### config.mk
export PLATFORM = sky130hd
export DESIGN_NAME = decrypt_unit
export DESIGN_NICKNAME = d
export VERILOG_FILES = /design/src/rtl/decrypt_unit.sv
export SDC_FILE = /design/constraint.sdc
export NUM_CORES = 1
export LEC_CHECK = 0
export ABC_AREA = 1
export CAP_MARGIN = 0
export CORE_ASPECT_RATIO = 0.7
export CORE_MARGIN = 2
export CORE_UTILIZATION = 45
export CTS_CLUSTER_DIAMETER = 120
export DETAILED_ROUTE_END_ITERATION = 12
export HOLD_SLACK_MARGIN = 0.03
export PLACE_DENSITY = 0.77
export SLEW_MARGIN = 0
export SYNTH_ARGS = -nofsm -noshare
export SYNTH_HDL_FRONTEND = slang
export SYNTH_SLANG_ARGS = --single-unit
### constraint.sdc
create_clock -name clk -period 1.94 [get_ports clk]
set_input_delay 0.485 -clock clk [delete_from_list [all_inputs] [get_ports clk]]
set_output_delay 0.485 -clock clk [all_outputs]
set_load 0.005 [all_outputs]
### src/rtl/decrypt_unit.sv
// decrypt_unit: receive-side byte cipher, XOR with rotating key then inverse bit permutation,
// two-stage pipeline into an output FIFO. Define DECRYPT_KEY_EN for run-time key ports k1/k2/k3.
`ifndef XOR_KEY1
`define XOR_KEY1 8'h3C
`endif
`ifndef XOR_KEY2
`define XOR_KEY2 8'h77
`endif
`ifndef XOR_KEY3
`define XOR_KEY3 8'hA5
`endif
`ifndef PERM_0
`define PERM_0 3'd3
`endif
`ifndef PERM_1
`define PERM_1 3'd6
`endif
`ifndef PERM_2
`define PERM_2 3'd0
`endif
`ifndef PERM_3
`define PERM_3 3'd5
`endif
`ifndef PERM_4
`define PERM_4 3'd1
`endif
`ifndef PERM_5
`define PERM_5 3'd7
`endif
`ifndef PERM_6
`define PERM_6 3'd2
`endif
`ifndef PERM_7
`define PERM_7 3'd4
`endif

module decrypt_unit #(
   parameter int DEPTH = 4
) (
   input  logic       clk,
   input  logic       rst,
   input  logic [7:0] din,
   input  logic       en,
   input  logic       key_sync,
`ifdef DECRYPT_KEY_EN
   input  logic [7:0] k1,
   input  logic [7:0] k2,
   input  logic [7:0] k3,
`endif
   output logic       in_rdy,
   output logic [7:0] dout,
   output logic       v,
   input  logic       rdy
);
   localparam int CW = $clog2(DEPTH + 1);
   localparam int PW = $clog2(DEPTH);
   localparam logic [CW:0] DEPTH_W = (CW + 1)'(DEPTH);
   localparam logic [PW-1:0] LAST_PTR = PW'(DEPTH - 1);
   localparam logic [2:0] PERM [8] = '{3'(`PERM_0), 3'(`PERM_1), 3'(`PERM_2), 3'(`PERM_3),
                                      3'(`PERM_4), 3'(`PERM_5), 3'(`PERM_6), 3'(`PERM_7)};

   logic [7:0] key1_w, key2_w, key3_w;
`ifdef DECRYPT_KEY_EN
   assign key1_w = k1;
   assign key2_w = k2;
   assign key3_w = k3;
`else
   assign key1_w = `XOR_KEY1;
   assign key2_w = `XOR_KEY2;
   assign key3_w = `XOR_KEY3;
`endif

   logic [1:0]    phase_q, phase_d, use_phase;
   logic          s1_valid_q, s1_valid_d;
   logic [7:0]    s1_din_q, s1_din_d;
   logic [7:0]    s1_key_q, s1_key_d;
   logic [7:0]    key_sel;
   logic          accept;

   logic [7:0]    mem_q [DEPTH];
   logic [7:0]    mem_d [DEPTH];
   logic [PW-1:0] rd_ptr_q, rd_ptr_d, wr_ptr_q, wr_ptr_d;
   logic [CW-1:0] count_q, count_d;
   logic [7:0]    dout_q, dout_d;
   logic [7:0]    x, plain;
   logic          push, pop;
   logic [CW:0]   occ;

   function automatic logic [PW-1:0] ptr_inc(input logic [PW-1:0] p);
      return (p == LAST_PTR) ? '0 : p + PW'(1);
   endfunction

   // Occupancy counts the stage-1 byte so it is always guaranteed a FIFO slot.
   assign occ    = {1'b0, count_q} + {{CW{1'b0}}, s1_valid_q};
   assign in_rdy = occ < DEPTH_W;
   assign v      = (count_q != '0);
   assign dout   = dout_q;

   always_comb begin
      phase_d    = phase_q;
      s1_valid_d = 1'b0;
      s1_din_d   = s1_din_q;
      s1_key_d   = s1_key_q;
      accept     = en && in_rdy;
      use_phase  = key_sync ? 2'd0 : phase_q;
      case (use_phase)
         2'd0:    key_sel = key3_w;
         2'd1:    key_sel = key1_w;
         default: key_sel = key2_w;
      endcase
      if (accept) begin
         s1_valid_d = 1'b1;
         s1_din_d   = din;
         s1_key_d   = key_sel;
         phase_d    = (use_phase == 2'd2) ? 2'd0 : use_phase + 2'd1;
      end
   end

   always_comb begin
      x     = s1_din_q ^ s1_key_q;
      plain = '0;
      for (int i = 0; i < 8; i++) plain[PERM[i]] = x[i];
      push     = s1_valid_q;
      pop      = v && rdy;
      mem_d    = mem_q;
      wr_ptr_d = wr_ptr_q;
      rd_ptr_d = rd_ptr_q;
      count_d  = count_q;
      if (push) begin
         mem_d[wr_ptr_q] = plain;
         wr_ptr_d        = ptr_inc(wr_ptr_q);
      end
      if (pop) rd_ptr_d = ptr_inc(rd_ptr_q);
      case ({push, pop})
         2'b10:   count_d = count_q + CW'(1);
         2'b01:   count_d = count_q - CW'(1);
         default: count_d = count_q;
      endcase
      // Registered head: keeps the last byte visible once the FIFO runs empty.
      dout_d = (count_d != '0) ? mem_d[rd_ptr_d] : dout_q;
   end

   always_ff @(posedge clk or negedge rst) begin
      if (!rst) begin
         phase_q    <= 2'd0;
         s1_valid_q <= 1'b0;
         s1_din_q   <= 8'h00;
         s1_key_q   <= 8'h00;
         rd_ptr_q   <= '0;
         wr_ptr_q   <= '0;
         count_q    <= '0;
         dout_q     <= 8'h00;
      end else begin
         phase_q    <= phase_d;
         s1_valid_q <= s1_valid_d;
         s1_din_q   <= s1_din_d;
         s1_key_q   <= s1_key_d;
         rd_ptr_q   <= rd_ptr_d;
         wr_ptr_q   <= wr_ptr_d;
         count_q    <= count_d;
         dout_q     <= dout_d;
      end
   end

   always_ff @(posedge clk) begin
      mem_q <= mem_d;
   end

endmodule

Word level (Yosys, flattened, before mapping). Index checks and enable logic that the tools add are counted.

Register bits: 66. Output and inout port bits: 10. Word-level logic and storage cells: 52.

$add $sub $neg: 6. $lt $le $gt $ge: 4. Equal/unequal tests: 6. Muxes and demuxes: 15. Bitwise operators: 3. Reductions and logical operators: 6.

Operators by type and width (number): $bwmux 32 (1); $mux 32 (1); $mux 8 (3); $bmux 8 s2 (1); $demux 8 s2 (1); $pmux 8 s2 (1); $mux 2 (5); $eq 2x2->1 const B (4); $xor 8x8->8 (1); $add 2x1->2 const B (3); $ge 3x3->1 const B (2); $not 2->3 (2); $pmux 3 s2 (1); $reduce_bool 3->1 (2); $add 3x1->4 (1); $eq 2x1->1 const B (2); $lt 4x3->1 const B (1); $add 3x1->3 const B (1); $logic_and 1x1->1 (3); $lt 3x1->1 const B (1); $sub 3x1->3 const B (1); $logic_not 2->1 (1); $mux 1 (1).

Depth between registers and ports, before layout. Gate-level depths: netlist of run 1.

Word-level depth: 10. Mapped depth: 16. Depth with buffers taken out: 16.

Worst setup path after synthesis of run 1. OpenSTA, ideal clock, no wires.

Kind: register -> register. Start point: register count_q[2]. End point: register dout_q[6] (netlist: dout[6]). Library setup time: 0.066 ns. Data arrival time: 2.042 ns. Required time: 1.874 ns. Path slack: -0.167 ns. Cell stages (with the launch flop): 13. Path buffers: 0. Cell sequence: dfrtp_1 nor2_2 nand2_4 nand2_4 inv_1 ha_1 inv_1 fa_1 o21ai_0 nor2_2 nand2_2 nand3_1 nand2_1.

Elaborated cells on any way between the ends: 13. Those cells by class: add/sub (2); eq/ne (2); mux (5); bitwise (1); reduce/logical (3).

RTL lines: from (decl) (line 83) `logic [CW-1:0] count_q, count_d;`; from (signal assigned) (line 160) `count_q <= count_d;`; $reduce_bool 3->1 (*) (line 96) `assign v = (count_q != '0);`; via v (line 52) `output logic v,`; $logic_and 1x1->1 (*) (line 124) `pop = v && rdy;`; $eq 2x1->1 or $eq 2x2->1 (tied branches) (line 134) `case ({push, pop})`; $pmux 3 s2 (*) (line 134); via count_d[1] (line 83); $reduce_bool 3->1 (*) (line 140) `dout_d = (count_d != '0) ? mem_d[rd_ptr_d] : dout_q;`; to (signal assigned) (line 161) `dout_q <= dout_d;`; to (decl) (line 84) `logic [7:0] dout_q, dout_d;`.

Mark *: on every way through the listed nets, which the timed path passes. The rest lies on a longest branch. The select of a mux whose other input is x is not followed. A chain may end at the register's enable or synchronous reset.

Worst setup path in the final report of run 1.
Start point: register count_q[1]. End point: register dout_q[2] (netlist: dout[2]).

Elaborated cells on any way between the ends: 13. Those cells by class: add/sub (2); eq/ne (2); mux (5); bitwise (1); reduce/logical (3).

RTL lines (line): parallel branches: the longest is 3 deep, another holds $sub 3x1->3; $pmux 3 s2 (*) (134); via count_d[1] (83); $reduce_bool 3->1 (*) (140).

Mark *: on every way through the listed nets, which the timed path passes. The select of a mux whose other input is x is not followed.

==> results of run 1 <==
[repair_timing]
item	4_1_cts	5_1_grt
hold buffers	0	0
resized for setup	17	12
cloned	1	0
endpoints found under the setup margin	10	9
buffers inserted	10	3
pin swaps	18	6
[metrics by stage]
| step | setup slack [ns] | hold slack [ns] |
|---|---|---|
| detailed placement | -0.583 | 0.468 |
| CTS | -0.103 | 0.485 |
| global route | -0.246 | 0.509 |
| global placement | -0.493 | 0.464 |
| finish | -0.119 | 0.480 |
| floorplan | -0.0133 | 0.189 |
[final timing paths]
path,startpoint,to,slack [ns],cells after the start
min in group asynchronous,rst,dout[3],0.53,2
hold / removal,mem_q[14],mem_q[14],0.48,2
setup reg to reg,count_q[1],dout[2],-0.12,13
setup / recovery,count_q[1],dout[2],-0.12,13
hold reg to reg,mem_q[14],mem_q[14],0.48,2
max in group asynchronous,rst,s1_key_q[6],1.12,2
[layout make-up]
cell class / count / area (µm²)
Clock inverter: 4 / 68.8
Timing Repair inverter: 1 / 5.00
Sequential cell: 62 / 1390
Inverter: 68 / 268
Multi-Input combinational cell: 267 / 1360
Tap cell: 91 / 114
Fill cell: 574 / 2490
Clock buffer: 12 / 155
Timing Repair Buffer: 54 / 505
[Yosys cell counts]
cell type    n
nor2_1       5
nand2_2      6
a21oi_1      1
o21ai_2      1
nand3_2      1
or2_1        3
or2_2       12
inv_2        7
o21bai_1     1
clkinv_1     1
o21ai_1     10
nor2_2       2
o21ai_0      9
buf_6        6
o21a_1       1
dfrtp_1     30
buf_4        2
inv_1       60
dfxtp_1     32
nand2_4      6
or2_0        6
fa_1         1
ha_1         6
nand2_1    159
o31ai_1      1
nand3_1     34
xnor2_1      1
nor3_1       1
[kinds of logic (layout without fill, tap and decap cells)]
kind of cell               Yosys count  after routing  share of synthesized area
DFF                                 62             62                      0.462
AOI/OAI and AO/OA                   24             24                     0.0436
xor gates and xnor gates             1              1                    0.00291
and+or+nand+nor                    235            235                      0.348
adders and majority gates            7              7                     0.0315
buffers and inverters               76            139                      0.112
[power breakdown]
part	switching, mW	leakage (nW)	internal (mW)	total [mW]
Clock	0.491	0.114	0.788	1.28
Combinational	2.38	1.30	1.84	4.22
Sequential	0.263	0.629	1.93	2.19
Total	3.14	2.04	4.56	7.70
[flip-flops by register name, indices dropped and copies added (netlist names)]
signal and cells:
s1_key_q 5, wr_ptr_q 2, rd_ptr_q 2, count_q 3, push 1, dout 8, s1_din_q 8, phase_q 1
mem_q 32
[layer usage]
| layer | vias up | track usage | share of wire |
|---|---|---|---|
| li1 | 1339 | - | - |
| met1 | 1193 | 0.252 | 0.48 |
| met2 | 59 | 0.321 | 0.45 |
| met3 | 9 | 0.0588 | 0.054 |
| met4 | 0 | 0.0785 | 0.014 |
| met5 | - | 0 | 0 |
[worst register-to-register path: cells and delay by family, from the launching register on]
family                   cells  cell delay, ns
adder cells (fa/ha/maj)      2            0.60
AND/OR/NAND/NOR              6            0.45
flip-flops                   1            0.39
buffers and inverters        4            0.35
AO/OA/AOI/OAI                1            0.18
==> flow_summary.yaml, run 1 <==
status:
  status: "complete, but fails checks"
  violations: "negative setup slack"
cells_and_area:
  finalNonFillerCells: 559
  mostFrequentLayoutCells: "155 x nand2_1, 57 x inv_1, 33 x nand3_1, 32 x dfxtp_1, 30 x dfrtp_1"
  utilization: 0.608
  final_nets: 483
  antenna_cells: 0
  drive_above_1_share: 0.214
  final_common_cell: "nand2_1"
  syn_to_final_growth_pct: 28.4
  stdcell_area_mm2: 0.00387
sta:
  setup_viol: 9
  worstMarginPinSlew_ns: 0.394
  hold_viol: 0
  tns_ns: -0.886
  fin_crit_sh: 1.06
  slew_viol_final: 0
  fmax_mhz: 486
  slew_headroom: 0.737
  timing.final.crit_period_ns: 2.06
  rsz0062_at_grt: "true"
  fin_skew_ns: 0.00747
  setup_slack_ns: -0.119
clock_tree:
  cts_root_buffer: "clkbuf_8"
  cts_tree: "built"
  clockBufferDepth: 2
  clock_latency_ns: 0.34
  path_clk_slew_ns: 0.07
  cts.sinks: 62
  cts_buffers: 9
  htree_num_levels: 3
detailed_routing:
  postRouteAntennaNets: 0
  vias_per_cell: 4.65
  vias: 2600
  dr.first_iter.drc_count: 112
  wl_um: 6500
  wire_per_inst_um: 11.6
  drtPass1Iterations: 4
  drc: 0
setup_path:
  crit_family: "adder cells"
  cp_max_fo: 5
  worst_setup_path_end_kind: "flop"
  cpMaxStageDelayCell: "fa_2"
  crit_required_ns: 2.18
  path_buf_inv: 4
  startpoint_type: "flop"
  slowest_delay_ns: 0.45
  critPathKind: "flop to flop"
  path_cells: "buf_6 > nor2_4 > nand2_4 > nand2_4 > inv_4 > ha_4 > inv_4 > fa_2 > o21ai_4 > nor2_4 > buf_6 > nand3_1 > nand2_1"
  cp.arrival_ns: 2.30
place:
  gp_congestion: 0.854
  placedCellCount: 529
  hpwl_um: 4670
  port_buffers: 22
  place_area_mm2: 0.00347
power_and_ir_drop:
  power.leakage_nw: 2.04
  ir_worst_vdd_v: 0.000740
  power_mw: 7.69
  power_per_cell_area_mw_per_mm2: 1990
floorplan:
  start_util: 0.473
  fp.dieH_um: 72.5
  ios: 23
  rows: 24
  die_w_um: 102
  dieArea_mm2: 0.00738
  fp.coreArea_mm2: 0.00637
logic_synthesis:
  ys_ff_latch: 62
  synth_cell_types: 28
  syn_area_mm2: 0.00301
  yosysWarnings: 0
  yosysTopAreaCell: "dfrtp_1"
  syn_nets: 425
  synth_seq_area_share: 0.462
  synthTopCellsByArea: "dfrtp_1 25%, dfxtp_1 21%, nand2_1 20%"
  synth_top_area_frac: 0.249
  netlist_instances: 405
  synthesis.area_per_instance_um2: 7.44
global_routing:
  grt_pass1_vias: 2585
  grt_pass1_wl_um: 11200
  overflow: 0
  grt_max_degree: 31
  antenna_found_initial: 0
  track_usage: 0.199
hold_path:
  hold_path_class: "flop to flop"
run:
  drv_cap: 0
Note: power is estimated with default switching activity, not from simulation.
==> inputs of run 2 (changes only) <==
--- a/config.mk
+++ b/config.mk
@@ -8,3 +8,3 @@
 export ABC_AREA = 1
-export CAP_MARGIN = 0
+export CAP_MARGIN = 20
 export CORE_ASPECT_RATIO = 0.7
--- a/constraint.sdc
+++ b/constraint.sdc
@@ -3,2 +3,2 @@
 set_output_delay 0.485 -clock clk [all_outputs]
-set_load 0.005 [all_outputs]
+set_load 0.1 [all_outputs]
==> flow_summary.yaml, run 2 (same netlist as run 1, synthesis figures left out) <==
cells_and_area:
  drive_above_1_share: 0.239
  syn_to_final_growth_pct: 32.2
  largest_reg_flops: 32
  final_nets: 480
  fillers: 535
  mostFrequentLayoutCells: "153 x nand2_1, 57 x inv_1, 32 x dfxtp_1, 30 x nand3_1, 30 x dfrtp_1"
  final_common_cell: "nand2_1"
  top_register: "mem_q"
  antenna_cells: 0
  regArea_mm2: 0.00139
  finalNonFillerCells: 556
  multiInputGateArea_mm2: 0.00141
place:
  hpwl_um: 5080
  gp_congestion: 0.793
  placedCellCount: 532
  port_buffers: 22
detailed_routing:
  wire_per_inst_um: 12.7
  wl_um: 7070
  drc: 0
  vias: 2656
  postRouteAntennaNets: 0
  dr.first_iter.drc_count: 166
  drtPass1Iterations: 4
  vias_per_cell: 4.78
setup_path:
  crit_required_ns: 2.18
  timing.rr.start: "count_q[2]"
  path_depth: 12
  path_cells: "nor2_4 > nand2_8 > nand2_8 > inv_4 > ha_4 > inv_4 > fa_2 > o21ai_4 > nor2_4 > buf_6 > nand3_2 > nand2_1"
  cpMaxStageDelayCell: "fa_2"
  reg2reg_depth: 12
  worst_setup_path_end_kind: "flop"
  cp_max_fo: 5
  r2r_slack_ns: -0.1
  startpoint_type: "flop"
  slowest_delay_ns: 0.44
  cp.arrival_ns: 2.27
  path_buf_inv: 3
  r2r-end: "dout[5]"
  crit_family: "adder cells"
  critPathKind: "flop to flop"
clock_tree:
  cts_tree: "built"
  cts.sinks: 62
  htree_num_levels: 3
  clockBufferDepth: 2
  cts_root_buffer: "clkbuf_8"
  cts_buffers: 9
  clock_latency_ns: 0.35
  cts_hold_buf: 0
  path_clk_slew_ns: 0.07
hold_path:
  min_from: "mem_q[6]"
  whs_path_depth: 2
  hold_end: "mem_q[6]"
  hold_path_class: "flop to flop"
floorplan:
  fp.coreArea_mm2: 0.00637
  dieArea_mm2: 0.00738
  start_util: 0.473
  fp.dieH_um: 72.5
  ios: 23
  rows: 24
  die_w_um: 102
global_routing:
  track_usage: 0.217
  grt_max_degree: 31
  grt_pass1_wl_um: 12100
  overflow: 0
  antenna_found_initial: 0
  grt_pass1_vias: 2641
sta:
  setup_slack_ns: -0.0958
  rsz0062_at_grt: "true"
  worstMarginPinSlew_ns: 0.401
  fin_skew_ns: 0.00770
  timing.final.crit_period_ns: 2.04
  slew_headroom: 0.732
  slew_viol_final: 0
  hold_viol: 0
  setup_viol: 9
  fmax_mhz: 491
  fin_crit_sh: 1.05
status:
  status: "complete, but fails checks"
  violations: "negative setup slack"
run:
  drv_cap: 0
==> run 2: changes by cell type in the layout (fill, tap and decap cells not counted), moves of 2 or more <==
cell             change
nand3_1              -3
nand2_8              +2
nand2_1              -2
nand2_4              -2
nand3_2              +3
buf_12              +10
buf_6                -5
nand2_2              +2
clkdlybuf4s50_1      -8
==> run 2: tightest hold or removal path, stage by stage (launching register included) <==
cell     delay (ns)
dfxtp_1        0.31
nand2_1        0.05
o21ai_0        0.09
==> run 2: stage by stage <==
step           hold WS [ns]  cell area (µm²)  setup slack, ns  setup TNS [ns]   util
2_1_floorplan         0.189             3080           -0.154           -2.66      -
3_3_place_gp          0.455             3620           -0.576           -4.92  0.569
3_5_place_dp          0.458             3620           -0.664           -5.66  0.569
4_1_cts               0.476             3930          -0.0667          -0.500  0.618
5_1_grt               0.538             3990           -0.177           -1.33  0.626
6_report              0.494             3990          -0.0958          -0.610  0.626
==> run 2: layout make-up <==
| class | count | share of cell area |
|---|---|---|
| sequential | 62 | 0.349 |
| clock inverter | 3 | 0.0163 |
| timing repair buffer | 51 | 0.143 |
| clock buffer | 13 | 0.0424 |
| timing repair inverter | 1 | 0.00126 |
| multi-input combinational | 267 | 0.353 |
| inverter | 68 | 0.0666 |
| tap | 91 | 0.0286 |
==> run 2: routing by layer <==
metal | track usage | wire length (µm)
met5 | 0 | 0
met4 | 0.0770 | 105
met1 | 0.286 | 3330
met3 | 0.0655 | 379
met2 | 0.339 | 3260
==> run 2: what timing repair did <==
| action | 4_1_cts | 5_1_grt |
|---|---|---|
| endpoints found under the hold margin | 0 | 0 |
| gates cloned | 1 | 0 |
| resized for setup | 10 | 10 |
| setup buffers | 5 | 2 |
| pin swaps | 8 | 5 |
| setup endpoints to repair | 9 | 10 |
==> run 2: how the worst max path moves through the flow <==
stage,start,to,slack (ns)
floorplan,count_q[1],dout[6],-0.15
global placement,rdy,dout[6],-0.58
detailed placement,rdy,dout[3],-0.66
CTS,count_q[2],dout[7],-0.07
global route,count_q[2],dout[5],-0.18
finish,count_q[2],dout[5],-0.1
Power of run 2 is not shown: default switching activity piles up to over one toggle a cycle in this logic, so the estimate is an artifact.
==> inputs of run 3 (changes only) <==
Settings changed: CORE_ASPECT_RATIO 0.7 to 1.4, GPL_TIMING_DRIVEN from default to 0, SKIP_CTS_REPAIR_TIMING from default to 1.
==> flow_summary.yaml, run 3 (same netlist as run 1, synthesis figures left out) <==
sta:
  rsz0062_at_grt: "true"
  fin_crit_sh: 1.08
  slew_headroom: 0.620
  fmax_mhz: 478
  slew_viol_final: 0
  setup_viol: 8
  timing.hold.ws_ns: 0.476
  timing.final.crit_period_ns: 2.09
  fin_skew_ns: 0.0115
  setup_slack_ns: -0.152
  worstMarginPinSlew_ns: 0.568
  hold_viol: 0
cells_and_area:
  fillers: 589
  mostFrequentLayoutCells: "158 x nand2_1, 58 x inv_1, 32 x dfxtp_1, 31 x nand3_1, 29 x dfrtp_1"
  syn_to_final_growth_pct: 21.2
  final_common_cell: "nand2_1"
  antenna_cells: 0
  largest_reg_flops: 32
  drive_above_1_share: 0.197
  finalNonFillerCells: 526
  multiInputGateArea_mm2: 0.00137
  regArea_mm2: 0.00139
  final_nets: 467
  top_register: "mem_q"
setup_path:
  startpoint_type: "flop"
  cpMaxStageDelayCell: "dfrtp_2"
  worst_setup_path_end_kind: "flop"
  slowest_delay_ns: 0.44
  critPathKind: "flop to flop"
  cp.arrival_ns: 2.33
  path_cells: "nor2_4 > nand2_8 > nand2_8 > inv_4 > ha_4 > inv_4 > fa_2 > o21ai_4 > nor2_4 > buf_4 > nand3_1 > nand2_1"
  cp_max_fo: 6
  crit_required_ns: 2.18
clock_tree:
  cts_tree: "built"
  cts_buffers: 9
  cts.sinks: 62
  path_clk_slew_ns: 0.07
  clockBufferDepth: 2
  cts_root_buffer: "clkbuf_8"
  htree_num_levels: 3
  clock_latency_ns: 0.35
status:
  status: "complete, but fails checks"
  violations: "negative setup slack"
detailed_routing:
  drtPass1Iterations: 4
  wl_met1_um: 2470
  drc: 0
  dr.first_iter.drc_count: 78
  wl_met3_um: 275
  wl_um: 6320
  wire_per_inst_um: 12.0
  vias_per_cell: 4.86
  vias: 2558
  dr.max_layer_used: "met4"
  dr_wl_met2_um: 3380
  postRouteAntennaNets: 0
run:
  drv_cap: 0
place:
  placedCellCount: 502
  port_buffers: 22
  gp_congestion: 0.790
  hpwl_um: 4690
floorplan:
  dieArea_mm2: 0.00738
  ios: 23
  fp.coreArea_mm2: 0.00653
  rows: 35
  die_w_um: 73.2
  start_util: 0.462
  fp.dieH_um: 101
global_routing:
  grt_pass1_vias: 2532
  antenna_found_initial: 0
  grt_pass1_wl_um: 10900
  overflow: 0
  track_usage: 0.195
  grt_max_degree: 20
hold_path:
  hold_path_class: "flop to flop"
## run 3: routing by layer
layer / up-vias / GRT usage
met1: 1171 / 0.202
met2: 68 / 0.341
li1: 1299 / -
met5: - / 0
met4: 0 / 0.120
met3: 20 / 0.0510
## run 3: path summary, 6_finish.rpt
check / from / to / depth (start not counted) / slack, ns
worst min register to register: mem_q[30] / mem_q[30] / 2 / 0.48
worst min-delay path: mem_q[30] / mem_q[30] / 2 / 0.48
worst max-delay path: count_q[2] / dout[6] / 12 / -0.15
max in group asynchronous: rst / dout[1] / 2 / 0.91
worst max register to register: count_q[2] / dout[6] / 12 / -0.15
min in group asynchronous: rst / dout[6] / 1 / 0.50
## run 3: final cells by class
cell class | count | area share
multi-input cells | 267 | 0.376
repair buffers | 31 | 0.0716
well taps | 74 | 0.0254
inverters | 68 | 0.0726
plain buffers | 8 | 0.0226
clock buffers | 11 | 0.0418
clock inverters | 5 | 0.00891
flip-flops and latches | 62 | 0.381
## run 3: critical path, delay by kind of cell, from the launching register on
| family | cells | cell delay [ns] |
|---|---|---|
| adder cells (fa/ha/maj) | 2 | 0.59 |
| flip-flops | 1 | 0.44 |
| buffers and inverters | 3 | 0.25 |
| AO/OA/AOI/OAI | 1 | 0.17 |
| AND/OR/NAND/NOR | 6 | 0.53 |
## run 3: stage by stage
step / util / setup TNS, ns / area (µm²) / setup WS, ns
global placement: 0.520 / -11.50 / 3390 / -0.817
global route: 0.560 / -1.93 / 3650 / -0.252
floorplan: - / -2.66 / 3080 / -0.154
detailed placement: 0.522 / -8.05 / 3410 / -0.837
finish: 0.560 / -1.03 / 3650 / -0.152
CTS: 0.551 / -8.33 / 3590 / -0.829
Power of run 3 is left out for the same reason.
